## src/rtl/game_pkg.sv

```systemverilog
// Shared types and screen constants for the game sequencer and its
// collision datapath.
package game_pkg;

  localparam int COORD_W  = 10;
  localparam int H_RES    = 640;
  localparam int V_RES    = 480;
  localparam int X_CENTRE = H_RES / 2;
  localparam int Y_CENTRE = V_RES / 2;

  typedef enum logic [1:0] {
    MENU,
    RUN,
    PAUSE,
    OVER
  } state_t;

  // Scan order: four enemies, then the food object last.
  typedef enum logic [2:0] {
    OBJ_E1,
    OBJ_E2,
    OBJ_E3,
    OBJ_E4,
    OBJ_F1
  } obj_idx_t;

endpackage

```

## src/rtl/collision_dist.sv

```systemverilog
// Registered circle-overlap test: hit is high one cycle after the inputs
// when the squared centre distance is within rsum squared.
module collision_dist
  import game_pkg::*;
(
  input  logic               clk_d,
  input  logic               rst_n,
  input  logic [COORD_W-1:0] px,
  input  logic [COORD_W-1:0] py,
  input  logic [COORD_W-1:0] ox,
  input  logic [COORD_W-1:0] oy,
  input  logic [5:0]         rsum,
  output logic               hit
);

  logic signed [10:0] dx, dy;
  logic signed [21:0] dx_w, dy_w;
  logic [20:0]        d2;
  logic [9:0]         rsum_w, rsq;

  assign dx     = $signed({1'b0, ox}) - $signed({1'b0, px});
  assign dy     = $signed({1'b0, oy}) - $signed({1'b0, py});
  assign dx_w   = 22'(dx);
  assign dy_w   = 22'(dy);
  assign d2     = 21'(dx_w * dx_w + dy_w * dy_w);
  assign rsum_w = {4'd0, rsum};
  assign rsq    = rsum_w * rsum_w;

  always_ff @(posedge clk_d or negedge rst_n) begin
    if (!rst_n) hit <= 1'b0;
    else        hit <= (d2 <= {11'd0, rsq});
  end

endmodule

```

## src/rtl/game_ctrl.sv

```systemverilog
// Game sequencer: menu/run/pause/over FSM, per-frame player move with
// border clamp, five-object collision scan and radius shrink/grow.
module game_ctrl
  import game_pkg::*;
#(
  parameter int STEP         = 2,
  parameter int R_MAX        = 20,
  parameter int R_MIN        = 10,
  parameter int R_STEP       = 2,
  parameter int OBJ_R        = 10,
  parameter int BORDER       = 15,
  parameter int GRACE_FRAMES = 60
) (
  input  logic               clk_d,
  input  logic               rst_n,
  input  logic               frame_tick,
  input  logic               btn_start,
  input  logic               btn_pause,
  input  logic               btn_up,
  input  logic               btn_down,
  input  logic               btn_left,
  input  logic               btn_right,
  input  logic [COORD_W-1:0] E1x,
  input  logic [COORD_W-1:0] E1y,
  input  logic [COORD_W-1:0] E2x,
  input  logic [COORD_W-1:0] E2y,
  input  logic [COORD_W-1:0] E3x,
  input  logic [COORD_W-1:0] E3y,
  input  logic [COORD_W-1:0] E4x,
  input  logic [COORD_W-1:0] E4y,
  input  logic [COORD_W-1:0] F1x,
  input  logic [COORD_W-1:0] F1y,
  output logic [COORD_W-1:0] x,
  output logic [COORD_W-1:0] y,
  output logic [5:0]         r,
  output logic               gamemenu,
  output logic               gamerun,
  output logic               gamepause,
  output logic               food_eaten
);

  localparam int GRACE_W = $clog2(GRACE_FRAMES + 1);

  state_t               state_q, state_n;
  logic                 start_q, pause_q, start_rise, pause_rise;
  logic                 leave_run, frame_go, apply_p1;
  logic                 scan_busy, vld_p1, enemy_acc, hit_p1;
  obj_idx_t             scan_idx, idx_p1;
  logic [GRACE_W-1:0]   grace;
  logic [COORD_W-1:0]   obj_x, obj_y;
  logic [5:0]           rsum, r_hit;
  logic signed [11:0]   r_s, step_x, step_y, x_lo, x_hi, y_lo, y_hi, nx, ny;

  function automatic logic [COORD_W-1:0] clamp_pos(input logic signed [11:0] p,
                                                   input logic signed [11:0] lo,
                                                   input logic signed [11:0] hi);
    if (p < lo) return COORD_W'(lo);
    if (p > hi) return COORD_W'(hi);
    return COORD_W'(p);
  endfunction

  function automatic logic [5:0] r_shrink(input logic [5:0] rv);
    if (rv >= 6'(R_MIN + R_STEP)) return rv - 6'(R_STEP);
    return 6'(R_MIN);
  endfunction

  function automatic logic [5:0] r_grow(input logic [5:0] rv);
    if ({1'b0, rv} + 7'(R_STEP) >= 7'(R_MAX)) return 6'(R_MAX);
    return rv + 6'(R_STEP);
  endfunction

  assign start_rise = btn_start & ~start_q;
  assign pause_rise = btn_pause & ~pause_q;

  always_ff @(posedge clk_d or negedge rst_n) begin
    if (!rst_n) begin
      start_q <= 1'b0;
      pause_q <= 1'b0;
      state_q <= MENU;
    end else begin
      start_q <= btn_start;
      pause_q <= btn_pause;
      state_q <= state_n;
    end
  end

  always_comb begin
    state_n = state_q;
    case (state_q)
      MENU:    if (start_rise) state_n = RUN;
      RUN: begin
        if (r == 6'(R_MIN))  state_n = OVER;
        else if (pause_rise) state_n = PAUSE;
      end
      PAUSE: begin
        if (start_rise)      state_n = MENU;
        else if (pause_rise) state_n = RUN;
      end
      OVER:    if (start_rise) state_n = MENU;
      default: state_n = MENU;
    endcase
  end

  assign gamemenu  = (state_q == MENU);
  assign gamerun   = (state_q == RUN);
  assign gamepause = (state_q == PAUSE);

  // Any exit from RUN cancels an in-flight scan, so no stale hit is applied.
  assign leave_run = (state_n != RUN);
  assign frame_go  = frame_tick && (state_q == RUN) && !leave_run && !scan_busy && !vld_p1;
  assign apply_p1  = vld_p1 && (idx_p1 == OBJ_F1) && !leave_run;

  assign r_s    = $signed({6'd0, r});
  assign step_x = (btn_right ? 12'(STEP) : 12'sd0) - (btn_left ? 12'(STEP) : 12'sd0);
  assign step_y = (btn_down  ? 12'(STEP) : 12'sd0) - (btn_up   ? 12'(STEP) : 12'sd0);
  assign x_lo   = 12'(BORDER) + r_s;
  assign x_hi   = 12'(H_RES - BORDER) - r_s;
  assign y_lo   = 12'(BORDER) + r_s;
  assign y_hi   = 12'(V_RES - BORDER) - r_s;
  assign nx     = $signed({2'b00, x}) + step_x;
  assign ny     = $signed({2'b00, y}) + step_y;

  always_comb begin
    r_hit = r;
    if (enemy_acc && grace == '0) r_hit = r_shrink(r_hit);
    if (hit_p1)                   r_hit = r_grow(r_hit);
  end

  always_ff @(posedge clk_d or negedge rst_n) begin
    if (!rst_n) begin
      x          <= COORD_W'(X_CENTRE);
      y          <= COORD_W'(Y_CENTRE);
      r          <= 6'(R_MAX);
      grace      <= '0;
      food_eaten <= 1'b0;
    end else begin
      food_eaten <= 1'b0;
      if (state_q == MENU && state_n == RUN) begin
        x     <= COORD_W'(X_CENTRE);
        y     <= COORD_W'(Y_CENTRE);
        r     <= 6'(R_MAX);
        grace <= '0;
      end else begin
        if (frame_go) begin
          x <= clamp_pos(nx, x_lo, x_hi);
          y <= clamp_pos(ny, y_lo, y_hi);
          if (grace != '0) grace <= grace - 1'b1;
        end
        if (apply_p1) begin
          r          <= r_hit;
          food_eaten <= hit_p1;
          if (enemy_acc && grace == '0) grace <= GRACE_W'(GRACE_FRAMES);
        end
      end
    end
  end

  always_comb begin
    obj_x = E1x;
    obj_y = E1y;
    case (scan_idx)
      OBJ_E2:  begin obj_x = E2x; obj_y = E2y; end
      OBJ_E3:  begin obj_x = E3x; obj_y = E3y; end
      OBJ_E4:  begin obj_x = E4x; obj_y = E4y; end
      OBJ_F1:  begin obj_x = F1x; obj_y = F1y; end
      default: ;
    endcase
  end

  assign rsum = r + 6'(OBJ_R);

  // Stage p0 -> p1: object selected by scan_idx, hit returns with idx_p1.
  collision_dist u_dist (
    .clk_d (clk_d),
    .rst_n (rst_n),
    .px    (x),
    .py    (y),
    .ox    (obj_x),
    .oy    (obj_y),
    .rsum  (rsum),
    .hit   (hit_p1)
  );

  always_ff @(posedge clk_d or negedge rst_n) begin
    if (!rst_n) begin
      scan_busy <= 1'b0;
      scan_idx  <= OBJ_E1;
      vld_p1    <= 1'b0;
      idx_p1    <= OBJ_E1;
      enemy_acc <= 1'b0;
    end else if (leave_run) begin
      scan_busy <= 1'b0;
      scan_idx  <= OBJ_E1;
      vld_p1    <= 1'b0;
      enemy_acc <= 1'b0;
    end else begin
      vld_p1 <= scan_busy;
      idx_p1 <= scan_idx;
      if (frame_go) begin
        scan_busy <= 1'b1;
        scan_idx  <= OBJ_E1;
      end else if (scan_busy) begin
        if (scan_idx == OBJ_F1) scan_busy <= 1'b0;
        else                    scan_idx  <= obj_idx_t'(scan_idx + 3'd1);
      end
      if (vld_p1 && idx_p1 == OBJ_F1)  enemy_acc <= 1'b0;
      else if (vld_p1 && hit_p1)       enemy_acc <= 1'b1;
    end
  end

endmodule

```

## config.mk

```make
export PLATFORM = sky130hd
export DESIGN_NAME = game_ctrl
export DESIGN_NICKNAME = d
export VERILOG_FILES = /design/src/rtl/game_pkg.sv /design/src/rtl/collision_dist.sv /design/src/rtl/game_ctrl.sv
export SDC_FILE = /design/constraint.sdc
export NUM_CORES = 1
export LEC_CHECK = 0
export ABC_CLOCK_PERIOD_IN_PS = 11050
export BUFFER_PORTS_ARGS = -buffer_cell sky130_fd_sc_hd__buf_2
export CAP_MARGIN = 20
export CORE_UTILIZATION = 35
export CTS_BUF_LIST = sky130_fd_sc_hd__clkbuf_16
export DETAILED_ROUTE_END_ITERATION = 6
export SLEW_MARGIN = 5
export SYNTH_ARGS = -nofsm -noshare
export SYNTH_HDL_FRONTEND = slang
export SYNTH_SLANG_ARGS = --single-unit
```

## constraint.sdc

```tcl
create_clock -name clk_d -period 11.05 [get_ports clk_d]
set_input_delay 2.21 -clock clk_d [delete_from_list [all_inputs] [get_ports clk_d]]
set_output_delay 2.21 -clock clk_d [all_outputs]
set_load 0.005 [all_outputs]
```

# Word-level counts from Yosys, hierarchy flattened
# Index checks and enable logic that the tools add are counted.
# Widths: inputs -> output; s select.
# word_totals
reg_bits	47
wordCells	146
# op_classes
n_reduce_logical	20
n_eq_ne	12
n_mux	70
n_bitwise	4
add_sub_neg	16
order_cmp	7
multipliers	3
# op_table
op	count
$mux 10	12
$pmux 10 s4	2
$mux 6	13
$mul 11x11->21	2
$mux 1	28
$add 11x3->12	2
$lt 12x8->1	2
$sub 10x10->11	2
$add 21x21->21	1
$le 21x10->1	1
$mux 2	10
$gt 12x10->1	1
$gt 12x11->1	1
$mux 3	4
$sub 10x6->11 const A	1
$mul 6x6->10	1
$sub 9x6->10 const A	1
$logic_and 1x1->1	9
$pmux 2 s4	1
$add 4x6->7 const A	1
$add 6x2->7 const B	1
$ge 7x5->1 const B	1
$add 6x2->6 const B	1
$add 6x4->6 const B	1
22 further kinds	33

# Logic depth before layout (Yosys ltp)
# Gate-level depths: netlist (run 1).
# logic_depth
word_depth	19
depth_mapped	44
depth_no_buf	42

# Hierarchy
# Synthesis (run 1) repeated with hierarchy kept, for this count alone.
# unflattened
hier_cells	1769
hier_area_um2	15225.9
# by_module_without_submodules
module	seq_area_each_um2	cells_each	area_per_inst_um2	n_inst
collision_dist	25.0	1083	9746.8	1
game_ctrl	1161.1	686	5479.0	1

# Least setup slack after synthesis (run 1)
# OpenSTA, ideal clock, no wires.
# synth_path
path_type	input to register
from	input port E4y[0]
to	register u_dist.hit
slack_ns	0.680
t_arrival_ns	10.269
setup_time_ns	0.101
required_time_ns	10.949
stages	34
path_cell_list	a22oi_1 > nand3_1 > o21ai_0 > ha_1 > fa_1 > nor2b_1 > o21ai_1 > a21boi_0 > o21ai_1 > nand2b_1 > a21o_1 > a21o_1 > a31o_2 > clkbuf_1 > nor2_1 > fa_1 > fa_1 > inv_1 > fa_1 > inv_1 > fa_1 > fa_1 > fa_1 > inv_1 > fa_1 > inv_1 > ha_1 > a21oi_1 > nor3b_1 > a21oi_1 > a21boi_0 > o21ai_0 > xnor2_1 > nor4_1
# synth_via
elab_chain_len	5
# synth_lines
element	line_no	text
start: declaration	game_ctrl.sv:30	input logic [COORD_W-1:0] E4y,
$pmux 10 s4	game_ctrl.sv:161	case (scan_idx)
$sub 10x10->11	collision_dist.sv:22	assign dy = $signed({1'b0, oy}) - $signed({1'b0, py});
$mul 11x11->21	collision_dist.sv:25	assign d2 = 21'(dx_w * dx_w + dy_w * dy_w);
$add 21x21->21	collision_dist.sv:25	
$le 21x10->1	collision_dist.sv:31	else hit <= (d2 <= {11'd0, rsq});
end signal: assignment	collision_dist.sv:31	
end: declaration	collision_dist.sv:13	output logic hit
# No other way between the ends.
# A chain may end at the register's enable or synchronous reset.

# Final worst setup path (run 1)
# layout_path
from	input port F1y[1]
to	register u_dist.hit
# layout_via
elab_chain_len	5
# layout_lines
element	line_no	text
start: declaration	game_ctrl.sv:32	input logic [COORD_W-1:0] F1y,
$pmux 10 s4	game_ctrl.sv:161	
$sub 10x10->11	collision_dist.sv:22	
$mul 11x11->21	collision_dist.sv:25	
$add 21x21->21	collision_dist.sv:25	
$le 21x10->1	collision_dist.sv:31	
# No other way between the ends.

==> impl_metrics.py, run 1 <==
metrics = {
    "clock_tree": {
        "clock_path_buffers": 2,
        "cts_sinks": 47,
        "htreeDepth": 2,
        "cts_buffers": 5,
        "ctsHoldBuffers": 0,
        "clk_pin_slew_ns": 0.09,
        "clkLatencyLatePin_ns": 0.31,
        "cts_tree": "done",
        "cts-root-buf": "clkbuf_16",
    },
    "logic_synthesis": {
        "ys_seq_area_share_pct": 8.205,
        "yosysMostFrequentCell": "inv_1",
        "synth_seq_cells": 47,
        "async_flop_share_pct": 100.0,
        "syn_avg_cell_area_sq_um": 8.569,
        "synth_edf_count": 0,
        "synth_warnings": 0,
        "yosys-top-cells-count": "inv_1 (361), fa_1 (239), ha_1 (175), nor2_1 (170), nand2_1 (118)",
        "synth_nets": 2210,
        "ys_types": 80,
        "synth_area_sq_um": 14460,
        "synth_area_leader_cell": "fa_1",
        "syn_inst": 1687,
        "synthTopCellsByArea": "fa_1 (33%), ha_1 (15%), inv_1 (9.4%), dfrtp_1 (6.8%), nor2_1 (4.4%)",
        "yosysTopAreaCellShare_pct": 33.10,
        "synth_top_flop_cell": "dfrtp_1",
    },
    "timing": {
        "rsz0062_at_grt": "false",
        "fin_crit_sh_pct": 94.33,
        "final-setup-viol-count": 0,
        "worst_slew_margin_rel_pct": 35.02,
        "tightest_slew_ns": 0.9711,
        "setup_tns_ns": 0,
        "post-route-min-period_ns": 10.42,
        "hold_viol": 0,
        "drv_slew": 0,
        "max_freq_ghz": 0.09594,
        "finClkSkew_ns": 0.01825,
    },
    "detailed_routing": {
        "dr_total_vias": 11912,
        "wire_per_inst_um": 16.74,
        "route.met3.wl_um": 1724,
        "drc_errors": 0,
        "met1_length_um": 18210,
        "drt_iter0_drc": 619,
        "viasPerCell": 5.065,
        "top_layer": "met4",
        "drt-total-wl_um": 39370,
        "wl_met2_um": 18600,
        "dr.pass1.iters": 6,
        "antenna_left": 0,
    },
    "die": {
        "die_x_um": 205.2,
        "io-pin-count": 139,
        "core_area_sq_um": 40740,
        "start_util_pct": 35.49,
        "die_h_um": 205.2,
        "placementRows": 74,
        "die-area_sq_um": 42120,
    },
    "global_routing": {
        "grt_max_degree": 36,
        "antenna_found_initial": 0,
        "grt_pass1_vias": 12210,
        "grt_overflow_total": 0,
        "grt_first_pass_wirelength_um": 64740,
        "track_usage_pct": 19.63,
    },
    "place": {
        "gp_congestion": 0.8911,
        "dp_hpwl_um": 34190,
        "port_buffers": 138,
    },
    "worst_setup_path": {
        "cp_slowest_cell": "a31oi_1",
        "cp-start-kind": "input pin",
        "cpMostUsedCell": "fa_1",
        "cp_slowest_stage_delay_ns": 0.58,
        "critPathArrivalTime_ns": 10.65,
        "path_class": "in2reg",
        "critical_path_peak_fanout": 7,
        "critPathCaptureType": "flop",
        "crit_required_ns": 11.28,
    },
    "final_layout": {
        "fill_cells": 4166,
        "n_antenna_cell": 0,
        "drive_gt1_share_pct": 11.98,
        "nets": 2342,
        "area_delta_synth_final_pct": 10.90,
    },
    "job": {
        "drv_cap": 0,
    },
    "status": {
        "status": "completed",
    },
    "hold_path": {
        "hold_class": "reg2reg",
    },
}
[area by class of cell]
type                    count  area, sq um  area share [%]
clock buffers               5        125.1          0.7805
clock inverters             3        17.52          0.1093
inverters                 368         1385           8.640
multi-input cells        1228        11730           73.16
flip-flops and latches     47         1186           7.399
well taps                 532        665.6           4.152
repair buffers            169        923.4           5.760
[registers in the layout (all words and copies together) (netlist names)]
| signal | count |
|---|---|
| x | 10 |
| scan_idx | 3 |
| food_eaten | 1 |
| scan_busy | 1 |
| idx_p1 | 3 |
| state_q | 2 |
| u_dist.hit | 1 |
| y | 10 |
| vld_p1 | 1 |
| pause_q | 1 |
| grace | 6 |
| start_q | 1 |
| enemy_acc | 1 |
| r | 6 |
[kinds of logic (layout without fill, tap and decap cells)]
logic type	after synthesis	in the layout	synth area share, %
xor gates and xnor gates	75	75	4.544
and+or+nand+nor	419	419	13.02
AOI/OAI and AO/OA	305	305	14.13
muxes	15	15	1.047
buffers and inverters	412	545	10.82
DFF	47	47	8.205
adders and majority gates	414	414	48.24
[layout by cell type, fill, tap and decap left out, drive strengths merged, types with 6 or more instances in the layout]
cell type,count
nand2b,23
nor2,170
dfrtp,39
o31ai,8
fa,239
and2,8
and3,6
a211oi,7
xnor2,55
nand3,26
nor2b,20
nand2,119
mux2i,14
a21boi,13
nor3,19
inv,364
o21ai,62
a22oi,41
ha,175
o211ai,7
a31oi,35
xor2,20
dfstp,8
a21oi,60
buf,169
o21a,9
a21o,22
or2,8
clkinv,6
[worst paths after layout]
kind | start | endpoint | slack (ns) | depth (start not counted)
max | F1y[1] | u_dist.hit | 0.63 | 33
min | idx_p1[0] | idx_p1[0] | 0.48 | 2
max reg2reg | scan_idx[0] | u_dist.hit | 1.22 | 34
min reg2reg | idx_p1[0] | idx_p1[0] | 0.48 | 2
max in group asynchronous | rst_n | y[4] | 8.44 | 2
min in group asynchronous | rst_n | pause_q | 1.78 | 1
[through the flow]
| step | setup WS (ns) | hold slack (ns) | instances | area [sq um] | utilization [%] |
|---|---|---|---|---|---|
| after floorplan | 0.6796 | 0.4423 | 1687 | 14460 | - |
| after global placement | 0.3372 | 0.4639 | 2344 | 15870 | 38.95 |
| after detailed placement | 0.2182 | 0.4715 | 2344 | 15870 | 38.95 |
| after CTS | 0.5131 | 0.4887 | 2352 | 16010 | 39.30 |
| after global routing | 0.1098 | 0.5222 | 2352 | 16030 | 39.35 |
| final | 0.6269 | 0.4816 | 2352 | 16030 | 39.35 |
[critical path: cells and delay by family]
kind                       cells  cell delay, ns
and+or+nand+nor                6            1.00
buffers and inverters          5            0.38
AOI/OAI and AO/OA             13            2.78
adders and majority gates      9            4.28
[layer usage]
metal / up-vias / GRT usage [%]
met5: - / 0
met4: 0 / 4.444
met3: 42 / 1.505
met2: 345 / 33.49
met1: 5854 / 27.02
li1: 5671 / -
[timing repair]
item | 4_1_cts | 5_1_grt
resized for setup | 0 | 10
endpoints found under the setup margin | 0 | 1
setup buffers | 0 | 0
Power of run 1 is not shown: default switching activity piles up to over one toggle a cycle in this logic, so the estimate is an artifact.
==> run 2: changes to the inputs <==
==> constraint.sdc (replaced) <==
create_clock -name clk_d -period 11.05 [get_ports clk_d]
set_input_delay 0 -clock clk_d [delete_from_list [all_inputs] [get_ports clk_d]]
set_output_delay 0 -clock clk_d [all_outputs]
set_load 0.005 [all_outputs]
==> run 2 against run 1 <==
Net effect: critical path depth grew 2; sequential cell count is the same; non-clock buffer count shrank 12; register-to-register slack lost 0.42 ns; fmax grew 1.6%; hold slack lost 0.39 ns; first-iteration DRC count shrank 4.0%; die area is the same; utilization shrank 0.11 points; sequential share of layout area is essentially flat; highest routed layer unchanged.
==> impl_metrics.py, run 2 (synthesized netlist as in run 1, its figures left out) <==
metrics = {
    "die": {
        "io-pin-count": 139,
        "start_util_pct": 35.49,
        "placementRows": 74,
        "die_h_um": 205.2,
        "core_area_sq_um": 40740,
        "die-area_sq_um": 42120,
        "die_x_um": 205.2,
    },
    "final_layout": {
        "top_regs": "x x10, y x10",
        "area_delta_synth_final_pct": 10.59,
        "layout_commonest_cell": "inv_1",
        "n_antenna_cell": 0,
        "nets": 2330,
        "fill_cells": 4180,
        "mostFrequentLayoutCells": "inv_1 (361), fa_1 (239), ha_1 (175)",
        "final_cells": 2340,
        "drive_gt1_share_pct": 11.23,
    },
    "timing": {
        "worst_slew_margin_rel_pct": 42.47,
        "tightest_slew_ns": 0.8600,
        "post-route-min-period_ns": 10.25,
        "rsz0062_at_grt": "false",
        "hold_viol": 0,
        "drv_slew": 0,
        "max_freq_ghz": 0.09752,
        "setup_tns_ns": 0,
        "final-setup-viol-count": 0,
        "finClkSkew_ns": 0.01173,
        "fin_crit_sh_pct": 92.80,
    },
    "clock_tree": {
        "cts_buffers": 5,
        "cts_sinks": 47,
        "htreeDepth": 2,
        "clk_pin_slew_ns": 0.08,
        "clock_path_buffers": 2,
        "cts_setup_buffers": 0,
        "cts-root-buf": "clkbuf_16",
        "cts_tree": "done",
        "clkLatencyLatePin_ns": 0.31,
    },
    "detailed_routing": {
        "route.met3.wl_um": 1886,
        "dr.pass1.iters": 6,
        "drt_iter0_drc": 594,
        "wire_per_inst_um": 16.54,
        "met1_length_um": 17680,
        "drc_errors": 0,
        "drt-total-wl_um": 38690,
        "wl_met2_um": 18260,
        "dr_total_vias": 11816,
        "top_layer": "met4",
        "antenna_left": 0,
        "viasPerCell": 5.050,
    },
    "global_routing": {
        "grt_max_degree": 38,
        "grt_first_pass_wirelength_um": 63170,
        "grt_overflow_total": 0,
        "antenna_found_initial": 0,
        "track_usage_pct": 19.08,
        "grt_pass1_vias": 12223,
    },
    "job": {
        "drv_cap": 0,
    },
    "worst_setup_path": {
        "path_class": "reg2reg",
        "cpMostUsedCell": "fa_1",
        "critical_path_peak_fanout": 35,
        "critPathArrivalTime_ns": 10.46,
        "cp-start-kind": "flop",
        "critPathCaptureType": "flop",
        "cp_slowest_stage_delay_ns": 0.66,
        "crit_required_ns": 11.26,
        "cp_slowest_cell": "fa_1",
    },
    "hold_path": {
        "hold_class": "in2async",
    },
    "place": {
        "port_buffers": 138,
        "dp_cells": 2329,
        "dp_hpwl_um": 33650,
        "gp_congestion": 0.8765,
    },
    "status": {
        "status": "completed",
    },
}
run 2: final cells by class:
cell class,count,area [sq um],area share (%)
repair buffers,157,840.8,5.259
clock inverters,3,71.32,0.4461
clock buffers,5,125.1,0.7826
multi-input cells,1228,11710,73.27
inverters,368,1385,8.663
flip-flops and latches,47,1186,7.419
well taps,532,665.6,4.163
run 2: routing by layer:
metal | global-route usage [%] | vias up
met5 | 0 | -
met4 | 4.735 | 0
met3 | 2.312 | 45
met2 | 32.24 | 347
met1 | 25.83 | 5766
li1 | - | 5658
run 2: critical path: cells and delay by family, from the launching register on:
kind	cells	cell delay [ns]
simple gates	6	0.84
buf+inv	7	1.23
compound gates	12	2.92
flops	1	0.42
fa+ha+maj	10	4.73
run 2: through the flow:
step | area [sq um] | worst slack, ns | util (%) | hold WS (ns)
2_1_floorplan | 14460 | 1.852 | - | -0.2956
3_3_place_gp | 15750 | 0.8632 | 38.67 | -0.1228
3_5_place_dp | 15750 | 0.6128 | 38.67 | -0.1106
4_1_cts | 15980 | 0.5541 | 39.23 | 0.09712
5_1_grt | 15990 | 0.09110 | 39.24 | 0.1410
6_report | 15990 | 0.7953 | 39.24 | 0.08970
run 2: worst paths after layout:
| kind | cells past startpoint | slack, ns | end | start |
|---|---|---|---|---|
| worst max-delay path | 35 | 0.80 | u_dist.hit | scan_idx[0] |
| worst min-delay path | 2 | 0.09 | pause_q | rst_n |
| worst max register to register | 35 | 0.80 | u_dist.hit | scan_idx[0] |
| worst min register to register | 2 | 0.51 | idx_p1[2] | idx_p1[2] |
| max in group asynchronous | 3 | 10.15 | x[6] | rst_n |
| min in group clk_d | 4 | 0.34 | scan_idx[2] | frame_tick |
run 2: what timing repair did:
action / 4_1_cts / 5_1_grt
resized for setup: 0 / 3
setup endpoints to repair: 0 / 1
hold endpoints to repair: 12 / 0
hold buffers: 3 / 0
Power of run 2 is left out for the same reason.
==> run 3: changes to the inputs <==
Settings changed: BUFFER_PORTS_ARGS -buffer_cell sky130_fd_sc_hd__buf_2 to -buffer_cell sky130_fd_sc_hd__buf_4.
==> run 3 against run 2 <==
Net effect: final area rose by 2.0%; global-route usage increased by 0.46 points; critical path depth rose by 1; via count is 0.61% higher; final cell count about the same; worst setup slack lost 0.016 ns; sequential cell count stayed put; critical path type unchanged.
==> impl_metrics.py, run 3 (synthesized netlist as in run 1, its figures left out) <==
metrics = {
    "status": {
        "status": "completed",
    },
    "clock_tree": {
        "clkLatencyLatePin_ns": 0.31,
        "cts-root-buf": "clkbuf_16",
        "cts_sinks": 47,
        "clock_path_buffers": 2,
        "clk_pin_slew_ns": 0.08,
        "cts_buffers": 5,
        "cts_tree": "done",
        "htreeDepth": 2,
    },
    "die": {
        "io-pin-count": 139,
        "placementRows": 74,
        "die_h_um": 205.2,
        "die_x_um": 205.2,
        "die-area_sq_um": 42120,
        "core_area_sq_um": 40740,
        "start_util_pct": 35.49,
    },
    "global_routing": {
        "grt_overflow_total": 0,
        "grt_first_pass_wirelength_um": 64840,
        "antenna_found_initial": 0,
        "grt_max_degree": 48,
        "track_usage_pct": 19.54,
        "grt_pass1_vias": 12366,
    },
    "worst_setup_path": {
        "cp-start-kind": "flop",
        "cp_slowest_cell": "ha_1",
        "cp_top_family": "adder cells",
        "critical_path_peak_fanout": 20,
        "path_class": "reg2reg",
        "critPathCaptureType": "flop",
        "cp_slowest_stage_delay_ns": 0.63,
        "critPathArrivalTime_ns": 10.47,
        "cpMostUsedCell": "fa_1",
        "critPathBufInv": 5,
        "crit_required_ns": 11.25,
    },
    "place": {
        "port_buffers": 138,
        "gp_congestion": 0.8897,
        "dp_hpwl_um": 33930,
    },
    "final_layout": {
        "top_regs": "x x10, y x10",
        "n_antenna_cell": 0,
        "drive_gt1_share_pct": 11.27,
        "area_delta_synth_final_pct": 12.78,
        "mostFrequentLayoutCells": "inv_1 (361), fa_1 (239), ha_1 (175)",
        "layout_commonest_cell": "inv_1",
        "nets": 2332,
    },
    "detailed_routing": {
        "wire_per_inst_um": 16.78,
        "dr.pass1.iters": 6,
        "viasPerCell": 5.076,
        "drc_errors": 0,
        "drt_iter0_drc": 767,
        "drt-total-wl_um": 39310,
        "antenna_left": 0,
        "dr_total_vias": 11888,
    },
    "timing": {
        "drv_slew": 0,
        "tightest_slew_ns": 0.8334,
        "setup_tns_ns": 0,
        "rsz0062_at_grt": "false",
        "final-setup-viol-count": 0,
        "finClkSkew_ns": 0.009627,
        "hold_viol": 0,
        "worst_slew_margin_rel_pct": 44.44,
        "post-route-min-period_ns": 10.27,
        "fin_crit_sh_pct": 92.94,
        "max_freq_ghz": 0.09737,
    },
    "hold_path": {
        "hold_class": "in2async",
    },
    "job": {
        "drv_cap": 0,
    },
}
run 3: repair_timing:
action / CTS / global route
endpoints found under the hold margin: 41 / 0
buffers inserted: 0 / 2
endpoints found under the setup margin: 0 / 1
hold buffers: 3 / 0
resized for setup: 0 / 2
run 3: final timing paths:
kind | slack (ns) | start | to | cells after the start
worst max-delay path | 0.78 | scan_idx[0] | u_dist.hit | 36
worst min-delay path | 0.26 | rst_n | start_q | 2
worst max register to register | 0.78 | scan_idx[0] | u_dist.hit | 36
worst min register to register | 0.49 | idx_p1[0] | idx_p1[0] | 2
max in group asynchronous | 10.35 | rst_n | y[1] | 2
min in group clk_d | 0.35 | frame_tick | scan_idx[1] | 4
run 3: layer usage:
layer / GRT usage (%) / share of wire [%] / vias to the layer above / routed length (um)
met4: 4.233 / 2.0 / 0 / 767
met5: 0 / 0 / - / 0
met3: 1.996 / 5.0 / 55 / 1956
met2: 32.88 / 47 / 366 / 18550
li1: - / - / 5669 / -
met1: 27.04 / 46 / 5798 / 18040
run 3: layout make-up:
type / count / area, sq um
clock inverters: 3 / 28.78
well taps: 532 / 665.6
multi-input cells: 1228 / 11710
fillers: 4095 / 24430
flip-flops and latches: 47 / 1186
inverters: 368 / 1385
repair buffers: 159 / 1201
clock buffers: 5 / 125.1
run 3: per-stage QoR:
step                      hold WS [ns]  cell area (sq um)  std cells  setup WS, ns  utilization [%]
final                           0.2638              16300       2342        0.7798            40.02
after global routing            0.3057              16300       2342       0.02680            40.02
after global placement         0.06710              16100       2329        0.7299            39.52
after CTS                       0.2720              16280       2340        0.4533            39.97
after floorplan                -0.2956              14460       1687         1.852                -
after detailed placement       0.06541              16100       2329        0.5220            39.52
Power of run 3 is left out for the same reason.
